==> src/rtl/abs_diff_err_eval.sv <==
// Exhaustive error evaluator for W-bit approximate absolute-difference units.
// Sweeps every (a,b) pair through the DUT and accumulates error count, max ED and sum of ED.

module abs_diff_err_metric #(
    parameter int W = 2
) (
    input  logic [W-1:0] a,
    input  logic [W-1:0] b,
    input  logic [W-1:0] res,
    output logic [W-1:0] ed,
    output logic         err
);
    logic [W-1:0] exact;
    logic [W:0]   diff;
    logic [W:0]   mag;

    always_comb begin
        exact = (a > b) ? (a - b) : (b - a);
        diff  = {1'b0, res} - {1'b0, exact};
        // Difference of two W-bit values always fits in W bits once made positive.
        mag   = diff[W] ? (~diff + 1'b1) : diff;
        ed    = mag[W-1:0];
        err   = (res != exact);
    end
endmodule

module abs_diff_err_eval #(
    parameter int W       = 2,
    parameter int TIMEOUT = 16
) (
    input  logic           clk,
    input  logic           rst,
    input  logic           start,
    output logic           drv_valid,
    output logic [W-1:0]   drv_a,
    output logic [W-1:0]   drv_b,
    input  logic           res_valid,
    input  logic [W-1:0]   res,
    output logic           busy,
    output logic           done,
    output logic           timeout,
    output logic [2*W:0]   err_count,
    output logic [W-1:0]   max_ed,
    output logic [3*W:0]   sum_ed
);
    localparam int TW = (TIMEOUT > 2) ? $clog2(TIMEOUT) : 1;

    localparam logic [2:0] S_IDLE  = 3'd0;
    localparam logic [2:0] S_ISSUE = 3'd1;
    localparam logic [2:0] S_WAIT  = 3'd2;
    localparam logic [2:0] S_ACC   = 3'd3;
    localparam logic [2:0] S_DONE  = 3'd4;

    logic [2:0]     state;
    logic [2*W-1:0] idx;
    logic [TW-1:0]  wcnt;
    logic [W-1:0]   res_q;
    logic [W-1:0]   ed;
    logic           err;

    assign drv_a     = idx[W-1:0];
    assign drv_b     = idx[2*W-1:W];
    assign drv_valid = (state == S_ISSUE) || (state == S_WAIT);
    assign busy      = (state == S_ISSUE) || (state == S_WAIT) || (state == S_ACC);
    assign done      = (state == S_DONE);

    abs_diff_err_metric #(.W(W)) u_metric (
        .a   (drv_a),
        .b   (drv_b),
        .res (res_q),
        .ed  (ed),
        .err (err)
    );

    always_ff @(posedge clk) begin
        if (rst) begin
            state     <= S_IDLE;
            idx       <= '0;
            wcnt      <= '0;
            res_q     <= '0;
            timeout   <= 1'b0;
            err_count <= '0;
            max_ed    <= '0;
            sum_ed    <= '0;
        end else begin
            case (state)
                S_IDLE, S_DONE: begin
                    if (start) begin
                        state     <= S_ISSUE;
                        idx       <= '0;
                        wcnt      <= '0;
                        timeout   <= 1'b0;
                        err_count <= '0;
                        max_ed    <= '0;
                        sum_ed    <= '0;
                    end
                end
                S_ISSUE: state <= S_WAIT;
                S_WAIT: begin
                    if (res_valid) begin
                        res_q <= res;
                        state <= S_ACC;
                    end else if (wcnt == TW'(TIMEOUT - 1)) begin
                        timeout <= 1'b1;
                        state   <= S_DONE;
                    end else begin
                        wcnt <= wcnt + 1'b1;
                    end
                end
                S_ACC: begin
                    if (err)
                        err_count <= err_count + (2*W+1)'(1);
                    if (ed > max_ed)
                        max_ed <= ed;
                    sum_ed <= sum_ed + (3*W+1)'(ed);
                    if (idx == '1) begin
                        state <= S_DONE;
                    end else begin
                        idx   <= idx + 1'b1;
                        wcnt  <= '0;
                        state <= S_ISSUE;
                    end
                end
                default: state <= S_IDLE;
            endcase
        end
    end
endmodule
==> config.mk <==
export PLATFORM = sky130hd
export DESIGN_NAME = abs_diff_err_eval
export DESIGN_NICKNAME = d
export VERILOG_FILES = /design/src/rtl/abs_diff_err_eval.sv
export SDC_FILE = /design/constraint.sdc
export NUM_CORES = 1
export LEC_CHECK = 0
export CAP_MARGIN = 10
export CELL_PAD_IN_SITES_DETAIL_PLACEMENT = 0
export CELL_PAD_IN_SITES_GLOBAL_PLACEMENT = 1
export CORE_MARGIN = 1.5
export CORE_UTILIZATION = 30
export CTS_BUF_LIST = sky130_fd_sc_hd__clkbuf_16
export CTS_CLUSTER_DIAMETER = 80
export DETAILED_ROUTE_END_ITERATION = 16
export PLACE_DENSITY = 0.75
export SLEW_MARGIN = 20
export SYNTH_ARGS = -nofsm -noshare
export SYNTH_HDL_FRONTEND = slang
export SYNTH_SLANG_ARGS = --single-unit
==> constraint.sdc <==
create_clock -name clk -period 7.7 [get_ports clk]
set_input_delay 1.54 -clock clk [delete_from_list [all_inputs] [get_ports clk]]
set_output_delay 1.54 -clock clk [all_outputs]
set_load 0.01 [all_outputs]
# --- Yosys cells after proc, flatten, opt, wreduce, memory -nomap -nowiden ---
# Index checks and enable logic that the tools add are counted.
# Widths: inputs -> output; s select.
totals:
  register_bits: 28
  inputBits: 6
classes:
  add_sub_neg: 8
  magnitude_cmp: 2
  n_eq_ne: 15
  muxes: 26
  bitwise_logic: 1
  reduce_logical: 15
op_table:
  columns: ["cell", "count"]
  rows:
  - ["$mux 4", 5]
  - ["$pmux 7 s2", 1]
  - ["$mux 3", 4]
  - ["$pmux 3 s4", 1]
  - ["$pmux 4 s3", 1]
  - ["$mux 5", 2]
  - ["$ne 2x2->1 const B", 5]
  - ["$pmux 5 s2", 1]
  - ["$reduce_and 3->1", 3]
  - ["$add 4x1->4 const B", 2]
  - ["$eq 4x4->1 const B", 2]
  - ["$mux 2", 4]
  - ["$pmux 4 s2", 1]
  - ["$add 7x2->7", 1]
  - ["$mux 7", 1]
  - ["$eq 3x2->1 const B", 2]
  - ["$reduce_and 2->1", 3]
  - ["$add 5x1->5 const B", 1]
  - ["$reduce_and 5->1", 1]
  - ["$gt 2x2->1", 2]
  - ["$ne 2x1->1 const B", 2]
  - ["$pmux 2 s2", 1]
  - ["$reduce_and 4->1", 1]
  - ["$reduce_bool 2->1", 2]
  - ["14 further kinds", 18]

# --- Depth between registers and ports, before layout ---
# Gate-level depths: netlist of run 1.
depth:
  ltp_word: 9
  mapped_depth: 15

# --- By module ---
# A second synthesis of run 1 with hierarchy kept.
unflattened:
  hier_cells: 191
  area_unflattened_um2: 1677.9
modules_own_cells:
  columns: ["mod", "instances", "cells_per_inst", "area_each_um2", "seq_area_each_um2"]
  rows:
  - ["abs_diff_err_eval", 1, 168, 1477.7, 560.5]
  - ["abs_diff_err_metric", 1, 23, 200.2, 0.0]

# --- Least setup slack after synthesis of run 1 ---
# OpenSTA, ideal clock, no wires.
synth_path:
  kind: "reg2reg"
  startpoint: "register idx[0]"
  endpoint: "register sum_ed[6]"
  setup_ns: 0.070
  t_arrival_ns: 3.582
  path_slack_ns: 4.048
  path_stages_with_launch: 13
  n_path_buf: 0
  synth_period_minus_slack_ns: 3.652
  cell_sequence: "dfxtp_1 > inv_1 > ha_1 > fa_1 > nor2b_1 > nor3_1 > a211oi_1 > fa_1 > xnor2_1 > fa_1 > nand3b_1 > or4_1 > a21oi_1"
synth_via:
  elab_chain_len: 8
  elab_cells_between_ends: 10
  classes_between: "add/sub (5); order compare (1); mux (3); bitwise (1)"
synth_lines:
  columns: ["element", "line", "text"]
  rows:
  - ["start, declared", "55", "logic [2*W-1:0] idx;"]
  - ["start signal, assigned", "119", "idx <= idx + 1'b1;"]
  - ["$sub 2x2->2 or $gt 2x2->1 (tied branches)", "18", "exact = (a > b) ? (a - b) : (b - a);"]
  - ["$mux 2 *", "18", null]
  - ["$sub 2x2->3 *", "19", "diff = {1'b0, res} - {1'b0, exact};"]
  - ["$not 2->2", "21", "mag = diff[W] ? (~diff + 1'b1) : diff;"]
  - ["$add 2x1->2", "21", null]
  - ["$mux 2 *", "21", null]
  - ["$add 7x2->7 *", "115", "sum_ed <= sum_ed + (3*W+1)'(ed);"]
  - ["$pmux 7 s2 *", "86", "case (state)"]
  - ["end signal, assigned", "115", null]
  - ["end, declared", "44", "output logic [3*W:0] sum_ed"]
# Every way passes the cells marked *; elsewhere a longest branch is shown, timed or not.
# A chain may end at the register's enable or synchronous reset.

# --- Final worst setup path of run 1 ---
# Ends and elaborated chain as after synthesis.

==> results of run 1 <==
-- logic make-up (layout without fill, tap and decap cells) --
group                    count (synthesis)  in the layout  synth area share [%]
buffers and inverters                   23             44                  6.69
flip-flops                              28             28                  33.7
AND/OR/NAND/NOR                         78             78                  25.3
adder cells (fa/ha/maj)                 15             15                  12.6
AO/OA/AOI/OAI                           42             42                  16.9
XOR/XNOR                                 4              4                  2.11
multiplexers                             4              4                  2.63
-- how the worst max path moves through the flow --
stage                end  slack [ns]  cells after the start
3_5_place_dp   sum_ed[6]        3.87                     12
6_report       sum_ed[6]        3.88                     12
5_1_grt        sum_ed[6]        3.59                     12
3_3_place_gp   sum_ed[6]        3.96                     12
4_1_cts        sum_ed[6]        3.86                     12
2_1_floorplan  sum_ed[6]        4.05                     12
-- metal layers --
layer,GRT usage (%),routed length [um]
met1,16.1,1710
met2,21.2,1620
met3,2.12,119
met4,6.00,91
met5,0,0
-- cells in the final DEF (no fill, tap or decap), types with 2 or more instances in the layout --
| master | synthesis | final |
|---|---|---|
| a21oi_1 | 14 | 14 |
| a31oi_1 | 2 | 2 |
| a211oi_1 | 6 | 6 |
| ha_1 | 12 | 12 |
| nor3b_2 | 2 | 2 |
| nand3_1 | 10 | 10 |
| a22o_1 | 2 | 2 |
| and3_1 | 5 | 5 |
| nand2b_1 | 4 | 4 |
| nand2_1 | 15 | 15 |
| dfxtp_1 | 28 | 28 |
| nor2b_1 | 2 | 2 |
| nor3_1 | 3 | 3 |
| and2_1 | 3 | 3 |
| fa_1 | 3 | 3 |
| o21ai_0 | 5 | 5 |
| clkbuf_16 | 0 | 3 |
| mux2_2 | 2 | 2 |
| inv_1 | 14 | 14 |
| or3_1 | 2 | 2 |
| nor2_1 | 20 | 20 |
| clkdlybuf4s50_1 | 0 | 27 |
| xor2_1 | 3 | 3 |
| nand4_1 | 2 | 2 |
-- worst max-delay path, delay by kind of cell, from the launching register on --
family	cells	cell delay [ns]
fa+ha+maj	4	1.65
xor+xnor	1	0.18
compound gates	2	0.49
simple gates	4	0.88
buf+inv	1	0.10
flops	1	0.41
-- per-stage QoR --
| stage | total power [mW] | util (%) | area (um2) | instances | hold slack (ns) |
|---|---|---|---|---|---|
| after global routing | 0.409 | 38.9 | 2040 | 285 | 0.479 |
| after CTS | 0.390 | 38.9 | 2040 | 285 | 0.469 |
| after floorplan | 0.245 | - | 1660 | 194 | 0.436 |
| after global placement | 0.271 | 37.5 | 1960 | 282 | 0.448 |
| final | 0.382 | 38.9 | 2040 | 285 | 0.468 |
| after detailed placement | 0.271 | 37.5 | 1960 | 282 | 0.459 |
-- power by group through the flow --
stage	clock network (mW)	registers (mW)	logic, mW
2_1_floorplan	0	0.157	0.0879
4_1_cts	0.122	0.164	0.104
6_report	0.115	0.164	0.102
3_5_place_dp	0	0.167	0.103
5_1_grt	0.128	0.166	0.115
3_3_place_gp	0	0.168	0.104
-- flip-flops by register name (all words and copies together), names as in the netlist --
name	flops
err_count	5
idx	4
max_ed	2
res_q	2
state	3
sum_ed	7
timeout	1
wcnt	4
-- cell type report --
cell class	instances	area (um2)	area share, %
well taps	70	87.6	4.30
inverters	14	52.6	2.58
flip-flops and latches	28	561	27.5
clock buffers	3	75.1	3.68
multi-input cells	143	992	48.7
repair buffers	27	270	13.3
-- Yosys cell counts, types with 3 or more instances --
| cell | n | area share (%) |
|---|---|---|
| dfxtp_1 | 28 | 34 |
| nand2_1 | 15 | 3.4 |
| and2_1 | 3 | 1.1 |
| o21ai_0 | 5 | 1.5 |
| nand2b_1 | 4 | 1.5 |
| a21oi_1 | 14 | 4.2 |
| xor2_1 | 3 | 1.6 |
| fa_1 | 3 | 3.6 |
| a211oi_1 | 6 | 2.7 |
| and3_1 | 5 | 1.9 |
| clkbuf_1 | 3 | 0.68 |
| inv_1 | 14 | 3.2 |
| nand3_1 | 10 | 3.0 |
| ha_1 | 12 | 9.0 |
| nor3_1 | 3 | 0.90 |
| nor2_1 | 20 | 4.5 |
==> flow_summary.yaml, run 1 <==
outcome:
  status: "finished, final reports clean"
drt:
  first_iter_violations: 35
  drtAntennaViolNets: 0
  avgViaCountPerCell: 4.88
  drt-total-wl_um: 3540
  dr.pass1.iters: 4
  num_vias: 1392
  wl_per_cell_um: 12.4
  drc: 0
setup_path:
  r2r_slack_ns: 3.88
  r2r-start: "idx[0]"
  slowest_stage: "fa_1"
  crit_fanout: 5
  r2r_end: "sum_ed[6]"
  crit_type: "reg -> reg"
  crit_path_frequent_cell: "fa_1"
  arrival_ns: 3.99
  r2r_cells: 12
  required_ns: 7.88
  endpoint_kind: "register"
  critPathLaunchType: "register"
  cp_slowest_stage_delay_ns: 0.51
  cp_cell_sequence: "inv_1 -> ha_1 -> fa_1 -> nor2b_1 -> nor3_1 -> a211oi_1 -> fa_1 -> xnor2_1 -> fa_1 -> nand3b_1 -> or4_1 -> a21oi_1"
  critPathLaunch: "idx[0]"
placement:
  gp_congestion: 0.756
  portBuffers: 27
  dpl.hpwl_um: 2610
  dp_slack_ns: 3.87
global_routing:
  grt.overflow.total: 0
  grt_pass1_wl_um: 6160
  gr-usage-all-layers_pct: 12.8
  grt_start_max_net_pins: 25
  grt_pass1_vias: 1309
  antenna_found_initial: 0
pwr:
  seqPwrFrac_pct: 43.0
  p_clk_share_pct: 30.2
  p_int_mw: 0.264
  p_sw_share_pct: 30.8
  p_leak_nw: 0.772
  p_per_area_nw_per_um2: 187
  p_comb_share_pct: 26.8
  ir_drop_uv: 68.1
  p_sw_mw: 0.118
clock_tree:
  clockBufferDepth: 2
  ctsHtreeMaxLevel: 1
  cts-resized-gates: 0
  cts_setup_buffers: 0
  clkLatencyLatePin_ns: 0.26
  clk_pin_slew_ns: 0.06
  cts_tree: "yes"
  numCtsBuffers: 3
  hold_buffers: 0
  cts_sinks: 28
  cts_root_buf: "clkbuf_16"
job:
  drv_cap: 0
synth:
  synth-seq-area-share_pct: 33.7
  synth_area_per_cell_um2: 8.58
  netlist_area_um2: 1660
  synth_edf_count: 0
  syn_inst: 194
  synthArstFlopShare_pct: 0
  yosys_register_bits: 28
  synth_top_flop_cell: "dfxtp_1"
  synthDistinctLibCells: 52
  syn_nets: 215
  ys_warn_count: 0
min_path:
  hold_depth: 2
  whs_endpoint: "res_q[0]"
  hp-start: "res_q[0]"
  hp-class: "reg -> reg"
cells_and_area:
  fillers: 535
  syn2layout_area_growth_pct: 22.5
  diodes: 0
  drive_gt1_share_pct: 5.58
  nets: 238
timing:
  hold_viol: 0
  maxSlewHeadroom_pct: 38.4
  tightest_slew_ns: 0.922
  setup_tns_ns: 0
  min_period_ns: 3.82
  fin_worst_skew_ns: 0.00294
  setup_violations: 0
  fmax_ghz: 0.262
  setup_ws_ns: 3.88
  rsz0062_at_grt: "no"
  slew_violations: 0
  post-route-period-util_pct: 49.6
floorplan:
  start_util_pct: 31.8
  die_y_um: 77.5
  die_w_um: 77.5
  pin_count: 28
  core_um2: 5240
  rows: 26
  dieArea_um2: 6000
(Power assumes the default switching activity.)
==> inputs of run 2 (changes only) <==
==> constraint.sdc (replaced) <==
create_clock -name clk -period 3.85 [get_ports clk]
set_input_delay 0.77 -clock clk [delete_from_list [all_inputs] [get_ports clk]]
set_output_delay 0.77 -clock clk [all_outputs]
set_load 0.01 [all_outputs]
==> run 2 against run 1 <==
Critical path depth unchanged; global-route usage rose by 0.67 points; worst setup slack lost 3.6 ns; wire length rose by 1.2%; sequential power increased by 100%; sequential share of layout area shrank 0.76 points; maximum frequency grew 6.6%; core utilization increased by 1.1 points; total power grew 120%; critical endpoint unchanged; largest cell class unchanged.
==> flow_summary.yaml, run 2 (same netlist as run 1, synthesis figures left out) <==
placement:
  dpl.hpwl_um: 2620
  placed_cells: 285
  portBuffers: 27
  gp_congestion: 0.789
cells_and_area:
  diodes: 0
  fillers: 529
  largest_reg_flops: 7
  nets: 241
  reg_top3: "sum_ed (7), err_count (5)"
  fin_cells: 289
  syn2layout_area_growth_pct: 25.9
  largest_register: "sum_ed"
  drive_gt1_share_pct: 7.76
  multi_input_area_um2: 997
  final_cell_mix: "dfxtp_1, clkdlybuf4s50_1, nor2_1, nand2_1"
  seq_area_um2: 561
  final_common_cell: "dfxtp_1"
  post-route-util_pct: 40.0
setup_path:
  endpoint_kind: "register"
  crit_path_frequent_cell: "fa_1"
  arrival_ns: 3.78
  critPathLaunchType: "register"
  cp_num_buf_inv: 1
  critPathLaunch: "idx[0]"
  cp.depth: 12
  r2r-start: "idx[0]"
  slowest_stage: "or4_1"
  cp_slowest_stage_delay_ns: 0.48
  cp_cell_sequence: "inv_1 -> ha_1 -> fa_1 -> o21ai_0 -> o21ai_0 -> a211oi_2 -> fa_1 -> xnor2_1 -> fa_1 -> nand3b_1 -> or4_1 -> a21oi_1"
  critical_path.top_delay_family: "adder cells"
  crit_type: "reg -> reg"
  r2r_end: "sum_ed[6]"
  r2r_slack_ns: 0.27
  endpoint: "sum_ed[6]"
  crit_fanout: 4
  r2r_cells: 12
  required_ns: 4.05
timing:
  fmax_ghz: 0.279
  hold_viol: 0
  post-route-period-util_pct: 93.0
  setup_violations: 0
  maxSlewHeadroom_pct: 63.0
  slew_violations: 0
  fin_worst_skew_ns: 0.00472
  min_period_ns: 3.58
  tightest_slew_ns: 0.554
clock_tree:
  ctsHtreeMaxLevel: 1
  cts_root_buf: "clkbuf_16"
  numCtsBuffers: 3
  cts_tree: "yes"
  clk_pin_slew_ns: 0.07
  cts_sinks: 28
  clockBufferDepth: 2
  cts_setup_buffers: 0
  clkLatencyLatePin_ns: 0.26
pwr:
  p_int_mw: 0.600
  p_comb_share_pct: 24.6
  ir_drop_uv: 194
  p_per_area_nw_per_um2: 405
  p_sw_mw: 0.249
  p_leak_nw: 0.803
  p_sw_share_pct: 29.3
  seqPwrFrac_pct: 38.7
  p_clk_share_pct: 36.7
drt:
  drtAntennaViolNets: 0
  avgViaCountPerCell: 4.93
  wl_per_cell_um: 12.4
  dr.pass1.iters: 4
  num_vias: 1424
  first_iter_violations: 65
  drt-total-wl_um: 3580
  drc: 0
outcome:
  status: "finished, final reports clean"
floorplan:
  start_util_pct: 31.8
  die_w_um: 77.5
  pin_count: 28
  rows: 26
  die_y_um: 77.5
  core_um2: 5240
  dieArea_um2: 6000
global_routing:
  grt_pass1_wl_um: 6540
  grt_pass1_vias: 1398
  antenna_found_initial: 0
  gr-usage-all-layers_pct: 13.5
  grt_start_max_net_pins: 17
  grt.overflow.total: 0
job:
  drv_cap: 0
min_path:
  hp-class: "reg -> reg"
## run 2: changes by cell type in the layout (fill, tap and decap cells not counted)
cell       change
a211oi_2       +1
a211oi_1       -1
bufinv_16      +1
buf_4          +3
## run 2: worst min-delay path: stages, from the launching register on
cell	delay [ns]
dfxtp_1	0.31
nand2_1	0.05
a21oi_1	0.06
## run 2: worst min-delay path by stage
| stage | from | to | slack (ns) | depth (start not counted) |
|---|---|---|---|---|
| floorplan | res_q[0] | res_q[0] | 0.44 | 2 |
| global placement | res_q[0] | res_q[0] | 0.45 | 2 |
| detailed placement | res_q[0] | res_q[0] | 0.46 | 2 |
| CTS | res_q[0] | res_q[0] | 0.47 | 2 |
| global route | res_q[0] | res_q[0] | 0.49 | 2 |
| finish | res_q[0] | res_q[0] | 0.47 | 2 |
## run 2: power groups by stage
| stage | Combinational, mW | Clock (mW) | Sequential, mW |
|---|---|---|---|
| CTS | 0.212 | 0.321 | 0.328 |
| detailed placement | 0.209 | 0 | 0.335 |
| global placement | 0.209 | 0 | 0.334 |
| global route | 0.236 | 0.333 | 0.332 |
| floorplan | 0.176 | 0 | 0.315 |
| finish | 0.209 | 0.311 | 0.328 |
## run 2: what timing repair did
action | 4_1_cts | 5_1_grt
setup endpoints to repair | 0 | 5
hold buffers | 0 | 0
gates resized for setup | 0 | 1
## run 2: area by class of cell
class                           instances  share of cell area (%)
Tap cell                               70                    4.18
Clock buffer                            3                    3.58
Clock inverter                          1                    1.43
Multi-Input combinational cell        143                    47.6
Inverter                               14                    2.51
Sequential cell                        28                    26.7
Timing Repair Buffer                   30                    14.0
## run 2: routing by layer
metal,global-route usage [%],part of all wire (%)
met1,17.0,48
met5,0,0
met4,4.18,1.2
met2,22.9,48
met3,2.71,2.9
## run 2: per-stage QoR
stage,setup slack (ns),power [mW],setup TNS (ns),hold WS (ns),area (um2)
finish,0.268,0.848,0,0.466,2100
global route,-0.000569,0.901,-0.000569,0.492,2100
CTS,0.165,0.860,0,0.473,2090
detailed placement,0.183,0.544,0,0.462,1990
global placement,0.246,0.543,0,0.447,1990
floorplan,0.198,0.491,0,0.436,1660
==> inputs of run 3 (changes only) <==
--- a/config.mk
+++ b/config.mk
@@ -8,7 +8,7 @@
 export CAP_MARGIN = 10
 export CELL_PAD_IN_SITES_DETAIL_PLACEMENT = 0
 export CELL_PAD_IN_SITES_GLOBAL_PLACEMENT = 1
-export CORE_MARGIN = 1.5
+export CORE_MARGIN = 2
 export CORE_UTILIZATION = 30
 export CTS_BUF_LIST = sky130_fd_sc_hd__clkbuf_16
 export CTS_CLUSTER_DIAMETER = 80
==> run 3 against run 2 <==
Maximum frequency down 0.64%; register-to-register slack got worse by 0.02 ns; largest cell class unchanged; die area increased by 2.6%; combinational power is 2% higher; largest power group unchanged; non-clock buffer count grew 1.
==> flow_summary.yaml, run 3 (same netlist as run 1, synthesis figures left out) <==
outcome:
  status: "finished, final reports clean"
drt:
  drc: 0
  drtAntennaViolNets: 0
  num_vias: 1416
  first_iter_violations: 49
  drt-total-wl_um: 3640
  wl_per_cell_um: 12.5
  avgViaCountPerCell: 4.87
  dr.pass1.iters: 4
placement:
  gp_congestion: 0.784
  placed_cells: 287
  dpl.hpwl_um: 2610
  dpl_cell_area_um2: 1990
  portBuffers: 27
  dp_slack_ns: 0.166
global_routing:
  met1_usage_pct: 15.9
  antenna_found_initial: 0
  grt_pass1_vias: 1363
  met2_usage_pct: 21.6
  grt.overflow.total: 0
  grt_start_max_net_pins: 16
  gr-usage-all-layers_pct: 12.8
  use_met3_pct: 2.18
  grt_pass1_wl_um: 6240
  busiest_layer: "met2"
cells_and_area:
  diodes: 0
  nets: 242
  stdcell_area_um2: 2080
  post-route-util_pct: 38.2
  largest_register: "sum_ed"
  fin_cells: 291
  final_cell_mix: "dfxtp_1, clkdlybuf4s50_1, nor2_1, nand2_1"
  reg_top3: "sum_ed (7), err_count (5)"
  syn2layout_area_growth_pct: 24.7
  largest_reg_flops: 7
  final_common_cell: "dfxtp_1"
  drive_gt1_share_pct: 7.76
timing:
  rsz0062_at_grt: "no"
  fmax_ghz: 0.277
  setup_ws_ns: 0.245
  slew_violations: 0
  min_period_ns: 3.61
  whs_ns: 0.465
  setup_violations: 0
  hold_viol: 0
  fin_worst_skew_ns: 0.00486
  setup_tns_ns: 0
  tightest_slew_ns: 0.586
  post-route-period-util_pct: 93.6
  maxSlewHeadroom_pct: 60.8
floorplan:
  pin_count: 28
  die_y_um: 78.5
  core_um2: 5440
  die_w_um: 78.5
  rows: 27
  start_util_pct: 30.6
  dieArea_um2: 6160
clock_tree:
  clk_pin_slew_ns: 0.07
  clkLatencyLatePin_ns: 0.26
  cts_tree: "yes"
  cts_root_buf: "clkbuf_16"
  ctsHtreeMaxLevel: 1
  cts_sinks: 28
  clockBufferDepth: 2
  numCtsBuffers: 3
  hold_buffers: 0
min_path:
  hold_depth: 2
  hp-class: "reg -> reg"
setup_path:
  arrival_ns: 3.80
  endpoint_kind: "register"
  required_ns: 4.05
  r2r_cells: 12
  crit_type: "reg -> reg"
  crit_path_frequent_cell: "fa_1"
  slowest_stage: "fa_1"
  cp_slowest_stage_delay_ns: 0.52
  critPathLaunchType: "register"
  cp_cell_sequence: "inv_1 -> ha_1 -> fa_1 -> nor2b_1 -> nor3_1 -> a211oi_2 -> fa_1 -> xnor2_1 -> fa_1 -> nand3b_1 -> or4_1 -> a21oi_1"
  crit_fanout: 4
job:
  drv_cap: 0
pwr:
  p_per_area_nw_per_um2: 374
  ir_drop_uv: 165
  p_leak_nw: 0.793
  totalPowerFinal_mw: 0.777
-- run 3: cell count changes in the layout (fill, tap and decap cells not counted), sizes merged --
cell    before  now
buf          3    4
bufinv       1    0
-- run 3: what timing repair did --
action / in CTS / in global routing
setup buffers: 0 / 1
endpoints found under the hold margin: 0 / 0
gates resized for setup: 0 / 3
setup endpoints to repair: 0 / 5
-- run 3: report_power, final --
part,total [mW],leakage (nW),switching (mW),internal [mW]
Sequential,0.328,0.226,0.0259,0.302
Combinational,0.213,0.530,0.121,0.0923
Clock,0.236,0.0370,0.0985,0.138
Total,0.777,0.793,0.245,0.532
-- run 3: worst paths after layout --
kind | slack, ns | startpoint | end
worst max register to register | 0.24 | idx[0] | sum_ed[6]
worst min-delay path | 0.46 | res_q[0] | res_q[0]
worst max-delay path | 0.24 | idx[0] | sum_ed[6]
worst min register to register | 0.46 | res_q[0] | res_q[0]
-- run 3: final cells by class --
type	instances	area (um2)
fillers	554	3360
multi-input cells	143	997
flip-flops and latches	28	561
repair buffers	31	300
well taps	72	90.1
clock buffers	3	75.1
inverters	14	52.6
-- run 3: worst max-delay path: cells and delay by family, from the launching register on --
family                   cells  cell delay [ns]
AO/OA/AOI/OAI                2             0.41
XOR/XNOR                     1             0.19
adder cells (fa/ha/maj)      4             1.64
buffers and inverters        1             0.06
flip-flops                   1             0.32
AND/OR/NAND/NOR              4             0.92
-- run 3: layer usage --
layer	vias up	share of wire, %
li1	734	-
met1	653	50
met2	24	46
met3	5	2.5
met4	0	1.6
met5	-	0
